[config.mk]
export PLATFORM = sky130hd
export DESIGN_NAME = detector_forma_onda
export DESIGN_NICKNAME = d
export VERILOG_FILES = /design/src/rtl/detector_forma_onda.sv
export SDC_FILE = /design/constraint.sdc
export NUM_CORES = 1
export LEC_CHECK = 0
export ABC_AREA = 1
export BUFFER_PORTS_ARGS = -buffer_cell sky130_fd_sc_hd__clkbuf_2
export CAP_MARGIN = 20
export CORE_MARGIN = 2
export CORE_UTILIZATION = 40
export CTS_CLUSTER_DIAMETER = 50
export DETAILED_ROUTE_END_ITERATION = 7
export GPL_ROUTABILITY_DRIVEN = 0
export PLACE_DENSITY = 0.66
export SLEW_MARGIN = 25
export SYNTH_ARGS = -nofsm -noshare
export SYNTH_HDL_FRONTEND = slang
export SYNTH_SLANG_ARGS = --single-unit
[constraint.sdc]
create_clock -name Clock -period 2.6 [get_ports Clock]
set_input_delay 0.39 -clock Clock [delete_from_list [all_inputs] [get_ports Clock]]
set_output_delay 0.39 -clock Clock [all_outputs]
set_load 0.05 [all_outputs]
[src/rtl/detector_forma_onda.sv]
// detector_forma_onda: measures high/low run lengths of a periodic waveform,
// reports each completed period and declares lock once the pattern repeats.
//
// Parameters:
//   LARGURA  - run-counter width; legal runs are 1 .. 2^LARGURA-1 cycles
//   CONFIRMA - consecutive matching periods needed to raise Travado
// Ports:
//   Clock   in   single clock, posedge
//   Reset   in   synchronous, active-high
//   Entrada in   waveform under measurement
//   Alto    out  high-run length of the last completed period
//   Baixo   out  low-run length of the last completed period
//   Periodo out  Alto + Baixo of the last completed period
//   Valido  out  one-cycle pulse when a period completes
//   Travado out  pattern locked
//   Erro    out  sticky run-overflow flag
// Optional feature: define FILTRO_GLITCH_EN to add a 2-flop synchronizer and
// a two-equal-sample glitch filter in front of the edge detector.

module detector_forma_onda #(
    parameter int LARGURA  = 3,
    parameter int CONFIRMA = 2
) (
    input  logic               Clock,
    input  logic               Reset,
    input  logic               Entrada,
    output logic [LARGURA-1:0] Alto,
    output logic [LARGURA-1:0] Baixo,
    output logic [LARGURA:0]   Periodo,
    output logic               Valido,
    output logic               Travado,
    output logic               Erro
);

    localparam int AW = (CONFIRMA < 1) ? 1 : $clog2(CONFIRMA + 1);
    localparam logic [LARGURA-1:0] CNT_MAX    = '1;
    localparam logic [LARGURA-1:0] CNT_UM     = LARGURA'(1);
    localparam logic [AW-1:0]      ACERTO_MAX = AW'(CONFIRMA);

    typedef enum logic [1:0] {
        INICIO = 2'd0,
        ALTO   = 2'd1,
        BAIXO  = 2'd2
    } estado_t;

    logic               s0_q, s0_d;
    logic               s1_q, s1_d;
    logic [LARGURA-1:0] cnt_q, cnt_d;
    estado_t            estado_q, estado_d;
    logic [LARGURA-1:0] alto_cur_q, alto_cur_d;
    logic [LARGURA-1:0] alto_q, alto_d;
    logic [LARGURA-1:0] baixo_q, baixo_d;
    logic [LARGURA:0]   periodo_q, periodo_d;
    logic               valido_q, valido_d;
    logic               travado_q, travado_d;
    logic               erro_q, erro_d;
    logic [AW-1:0]      acerto_q, acerto_d;
    logic               ha_ref_q, ha_ref_d;

    logic borda;
    logic subida;
    logic descida;
    logic estouro;

`ifdef FILTRO_GLITCH_EN
    logic y1_q, y2_q, y3_q;

    // Synchronizer (y1, y2) plus one more stage so that a level is only
    // accepted when two consecutive synchronized samples agree.
    always_ff @(posedge Clock) begin
        if (Reset) begin
            y1_q <= 1'b1;
            y2_q <= 1'b1;
            y3_q <= 1'b1;
        end else begin
            y1_q <= Entrada;
            y2_q <= y1_q;
            y3_q <= y2_q;
        end
    end

    always_comb begin
        s0_d = s0_q;
        if (y2_q == y3_q) begin
            s0_d = y2_q;
        end
    end
`else
    always_comb begin
        s0_d = Entrada;
    end
`endif

    assign borda   = s0_q ^ s1_q;
    assign subida  = s0_q & ~s1_q;
    assign descida = ~s0_q & s1_q;

    // A run that reaches the counter maximum without ending is one cycle
    // too long; an edge at the maximum is still a legal run.
    assign estouro = (estado_q != INICIO) && !borda && (cnt_q == CNT_MAX);

    always_comb begin
        s1_d       = s0_q;
        cnt_d      = borda ? CNT_UM : cnt_q + CNT_UM;
        estado_d   = estado_q;
        alto_cur_d = alto_cur_q;
        alto_d     = alto_q;
        baixo_d    = baixo_q;
        periodo_d  = periodo_q;
        valido_d   = 1'b0;
        travado_d  = travado_q;
        erro_d     = erro_q;
        acerto_d   = acerto_q;
        ha_ref_d   = ha_ref_q;

        unique case (estado_q)
            INICIO: begin
                if (subida) begin
                    estado_d = ALTO;
                end
            end
            ALTO: begin
                if (descida) begin
                    alto_cur_d = cnt_q;
                    estado_d   = BAIXO;
                end
            end
            BAIXO: begin
                if (subida) begin
                    alto_d    = alto_cur_q;
                    baixo_d   = cnt_q;
                    periodo_d = {1'b0, alto_cur_q} + {1'b0, cnt_q};
                    valido_d  = 1'b1;
                    ha_ref_d  = 1'b1;
                    // The first period after reset/overflow only seeds the
                    // reference held in alto_q/baixo_q.
                    if (ha_ref_q && alto_cur_q == alto_q
                        && cnt_q == baixo_q) begin
                        if (acerto_q != ACERTO_MAX) begin
                            acerto_d = acerto_q + AW'(1);
                        end
                    end else begin
                        acerto_d = '0;
                    end
                    travado_d = (acerto_d == ACERTO_MAX);
                    estado_d  = ALTO;
                end
            end
            default: begin
                estado_d = INICIO;
            end
        endcase

        if (estouro) begin
            erro_d    = 1'b1;
            estado_d  = INICIO;
            acerto_d  = '0;
            travado_d = 1'b0;
            ha_ref_d  = 1'b0;
        end
    end

    always_ff @(posedge Clock) begin
        if (Reset) begin
            s0_q       <= 1'b1;
            s1_q       <= 1'b1;
            cnt_q      <= '0;
            estado_q   <= INICIO;
            alto_cur_q <= '0;
            alto_q     <= '0;
            baixo_q    <= '0;
            periodo_q  <= '0;
            valido_q   <= 1'b0;
            travado_q  <= 1'b0;
            erro_q     <= 1'b0;
            acerto_q   <= '0;
            ha_ref_q   <= 1'b0;
        end else begin
            s0_q       <= s0_d;
            s1_q       <= s1_d;
            cnt_q      <= cnt_d;
            estado_q   <= estado_d;
            alto_cur_q <= alto_cur_d;
            alto_q     <= alto_d;
            baixo_q    <= baixo_d;
            periodo_q  <= periodo_d;
            valido_q   <= valido_d;
            travado_q  <= travado_d;
            erro_q     <= erro_d;
            acerto_q   <= acerto_d;
            ha_ref_q   <= ha_ref_d;
        end
    end

    assign Alto    = alto_q;
    assign Baixo   = baixo_q;
    assign Periodo = periodo_q;
    assign Valido  = valido_q;
    assign Travado = travado_q;
    assign Erro    = erro_q;

endmodule
==> out/metrics.json <==
{
  "run_status": {
    "run_status": "complete, no violations"
  },
  "placed_design": {
    "dp_hpwl_um": 1640,
    "port-buffer-count": 15,
    "dpl.cell_count": 187
  },
  "finish": {
    "layout-drive-gt1-share_pct": 21.3,
    "post-route-util_pct": 46.9,
    "design.final.nets": 173,
    "area.growth.synth_to_final_pct": 11.1,
    "fillerInstances": 276,
    "number_of_non_filler_instances_in_the_completed_layout": 191,
    "antenna-diode-count": 0
  },
  "yosys": {
    "synth_area_per_cell_um2": 8.09,
    "synth-seq-cells": 26,
    "synth.top_cells.by_count": "dfxtp_1, nand2_1, a21oi_1, inv_1, nor2_1",
    "ys.flop_type": "dfxtp_1",
    "netlist_instances": 144,
    "yosys_warnings": 0,
    "synthesis.nets": 156,
    "synth.most_common_cell": "dfxtp_1",
    "synth_seq_area_share_pct": 44.7,
    "yosys_cell_types": 24,
    "postSynth.asyncResetShare_pct": 0,
    "yosys.area.top_type": "dfxtp_1",
    "syn-cell-area_mm2": 0.00116,
    "synth.top_cell.area_share_pct": 44.7,
    "synth_edf_count": 0,
    "post_synth_main_area_contributors": "dfxtp_1, ha_1, a21oi_1, nand2_1, inv_1"
  },
  "pwr": {
    "p_per_area_mw_per_mm2": 508,
    "total_power_draw_mw": 0.657,
    "vdd.ir_drop.worst_mv": 0.480,
    "leakage_nw": 0.602
  },
  "min_path": {
    "worstHoldEndpoint": "s0_q",
    "timing.hold.worst_path_depth": 2,
    "timing.hold.worst.start": "Entrada",
    "hp-class": "primary input to register"
  },
  "critical_path": {
    "worstReg2RegEnd": "Periodo[2]",
    "timing.critical_path.cells": "inv_1 -> ha_1 -> inv_1 -> nor2_2 -> nand2_2 -> inv_2 -> o21ai_0 -> a21oi_1",
    "critical-path-max-stage-delay_ps": 360,
    "timing.critical_path.arrival_ps": 1660,
    "timing.setup.critical_path_class": "register to register",
    "timing.critical_path.to_type": "register",
    "critPathMostFrequentCell": "inv_1",
    "cp_data_required_time_ps": 2820,
    "r2r.worst_path.cells": 8,
    "setup.reg_to_reg.worst_slack_ps": 1160,
    "cp_slowest_cell": "dfxtp_1",
    "worst_setup_path_start_kind": "register",
    "worst-path-max-fanout": 17,
    "rr_startpoint": "s1_q"
  },
  "drt": {
    "route.detailed.vias_per_inst": 4.87,
    "detailroute.via_count": 931,
    "drt_pre_antenna_iters": 4,
    "drtIter0Drc": 24,
    "routed_wire_length_per_instance_um": 10.8,
    "detail_route.wirelength_um": 2070,
    "drtAntennaViolNets": 0,
    "drt_drc_violations_left": 0
  },
  "clock_tree": {
    "clock_tree_from_tritoncts": "done",
    "cts_hold_buf": 0,
    "clock_insertion_delay_worst_skew_ps": 320,
    "clk_pin_slew_worst_paths_ps": 140,
    "clkSinkCount": 26,
    "cts_root_buf": "clkbuf_4",
    "post_cts_resized": 0,
    "post_cts.repair.setup_buffers": 0,
    "htree_num_levels": 1,
    "cts_made_buffers": 3,
    "clock_tree.buffer_depth": 2
  },
  "timing": {
    "finalWorstPathRequiredPeriod_ps": 1440,
    "timing.fmax_mhz": 693,
    "post-route-period-util_pct": 55.5,
    "fin_tns_setup_ps": 0,
    "hold_ws_ps": 244,
    "maxSlewViolCount": 0,
    "worstMarginPinSlew_ps": 391,
    "setup_violations": 0,
    "rsz0062_at_grt": "no",
    "hold_violations": 0,
    "final_setup_skew_ps": 2.91,
    "slew-limit-headroom_pct": 73.9
  },
  "global_route": {
    "grt_max_degree": 18,
    "grt_pass1_vias": 865,
    "grt_pass1_wl_um": 3640,
    "grt_usage_pct": 13.9,
    "antenna_violations_before_repair": 0,
    "grt_remaining_overflow": 0
  },
  "floorplan": {
    "die_w_um": 58.0,
    "chipHeight_um": 58.0,
    "io-pin-count": 16,
    "floorplan.initialDensity_pct": 42.2,
    "core.rowCount": 19,
    "core_mm2": 0.00276,
    "floorplan.die_area_mm2": 0.00336
  },
  "run": {
    "drv.max_cap_violation_count": 0
  }
}
-- final cells by class --
| cell class | count | area (um^2) | share of cell area [%] |
|---|---|---|---|
| clock buffers | 4 | 36.3 | 2.80 |
| repair buffers | 15 | 75.1 | 5.80 |
| flip-flops and latches | 26 | 520 | 40.2 |
| inverters | 23 | 86.3 | 6.67 |
| well taps | 31 | 38.8 | 3.00 |
| multi-input cells | 92 | 537 | 41.5 |
-- cells in the final DEF (no fill, tap or decap), drive strengths merged --
| cell | instances |
|---|---|
| inv | 23 |
| nand3 | 4 |
| o211a | 1 |
| a21oi | 20 |
| nor2 | 16 |
| fa | 1 |
| or2 | 1 |
| clkbuf | 19 |
| o21ai | 13 |
| ha | 8 |
| nand2 | 23 |
| and3 | 2 |
| o21a | 1 |
| xor2 | 1 |
| dfxtp | 26 |
| nor3 | 1 |
-- cells by family (layout without fill, tap and decap cells) --
group | Yosys count | count (layout) | synth area share, %
and+or+nand+nor | 47 | 47 | 18.7
AOI/OAI and AO/OA | 35 | 35 | 16.3
DFF | 26 | 26 | 44.7
buffers and inverters | 26 | 42 | 9.24
adders and majority gates | 9 | 9 | 10.3
xor gates and xnor gates | 1 | 1 | 0.752
-- routing by layer --
| layer | GRT usage, % | routed length, um | share of wire, % | up-vias |
|---|---|---|---|---|
| met5 | 0 | 0 | 0 | - |
| met4 | 2.99 | 16 | 0.77 | 0 |
| met2 | 22.9 | 976 | 47 | 21 |
| met1 | 18.0 | 971 | 47 | 416 |
| li1 | - | - | - | 492 |
| met3 | 4.02 | 107 | 5.2 | 2 |
-- metrics by stage --
stage / setup slack [ps] / area [um^2]
floorplan: 1270 / 1160
global placement: 1200 / 1260
detailed placement: 1170 / 1260
CTS: 1140 / 1290
global route: 1010 / 1290
finish: 1160 / 1290
-- registers in the layout (all words and copies together), names as in the netlist, 2 cells and up --
register,flops
cnt_q,3
estado_q,2
Periodo,4
alto_cur_q,3
Baixo,3
acerto_q,2
Alto,3
-- report_power, final --
part           internal (mW)  switching, mW  total (mW)
sequential             0.405        0.00804       0.413
combinational         0.0152         0.0264      0.0415
clock                 0.0856          0.117       0.202
total                  0.506          0.151       0.657
-- how the worst max path moves through the flow --
stage                         from          to  slack [ps]  cells past startpoint
after detailed placement      s1_q  Periodo[2]        1170                      8
after floorplan            Alto[2]     Travado        1270                      8
after global placement    cnt_q[0]  Periodo[2]        1200                      5
after global routing          s1_q  Periodo[2]        1010                      8
final                         s1_q  Periodo[2]        1160                      8
after CTS                 cnt_q[0]  Periodo[2]        1140                      5
-- critical path: cells and delay by family, from the launching register on --
kind | cells | cell delay (ps)
compound gates | 2 | 240
flops | 1 | 360
simple gates | 2 | 290
fa+ha+maj | 1 | 170
buf+inv | 3 | 290
Note: power is estimated with default switching activity, not from simulation.
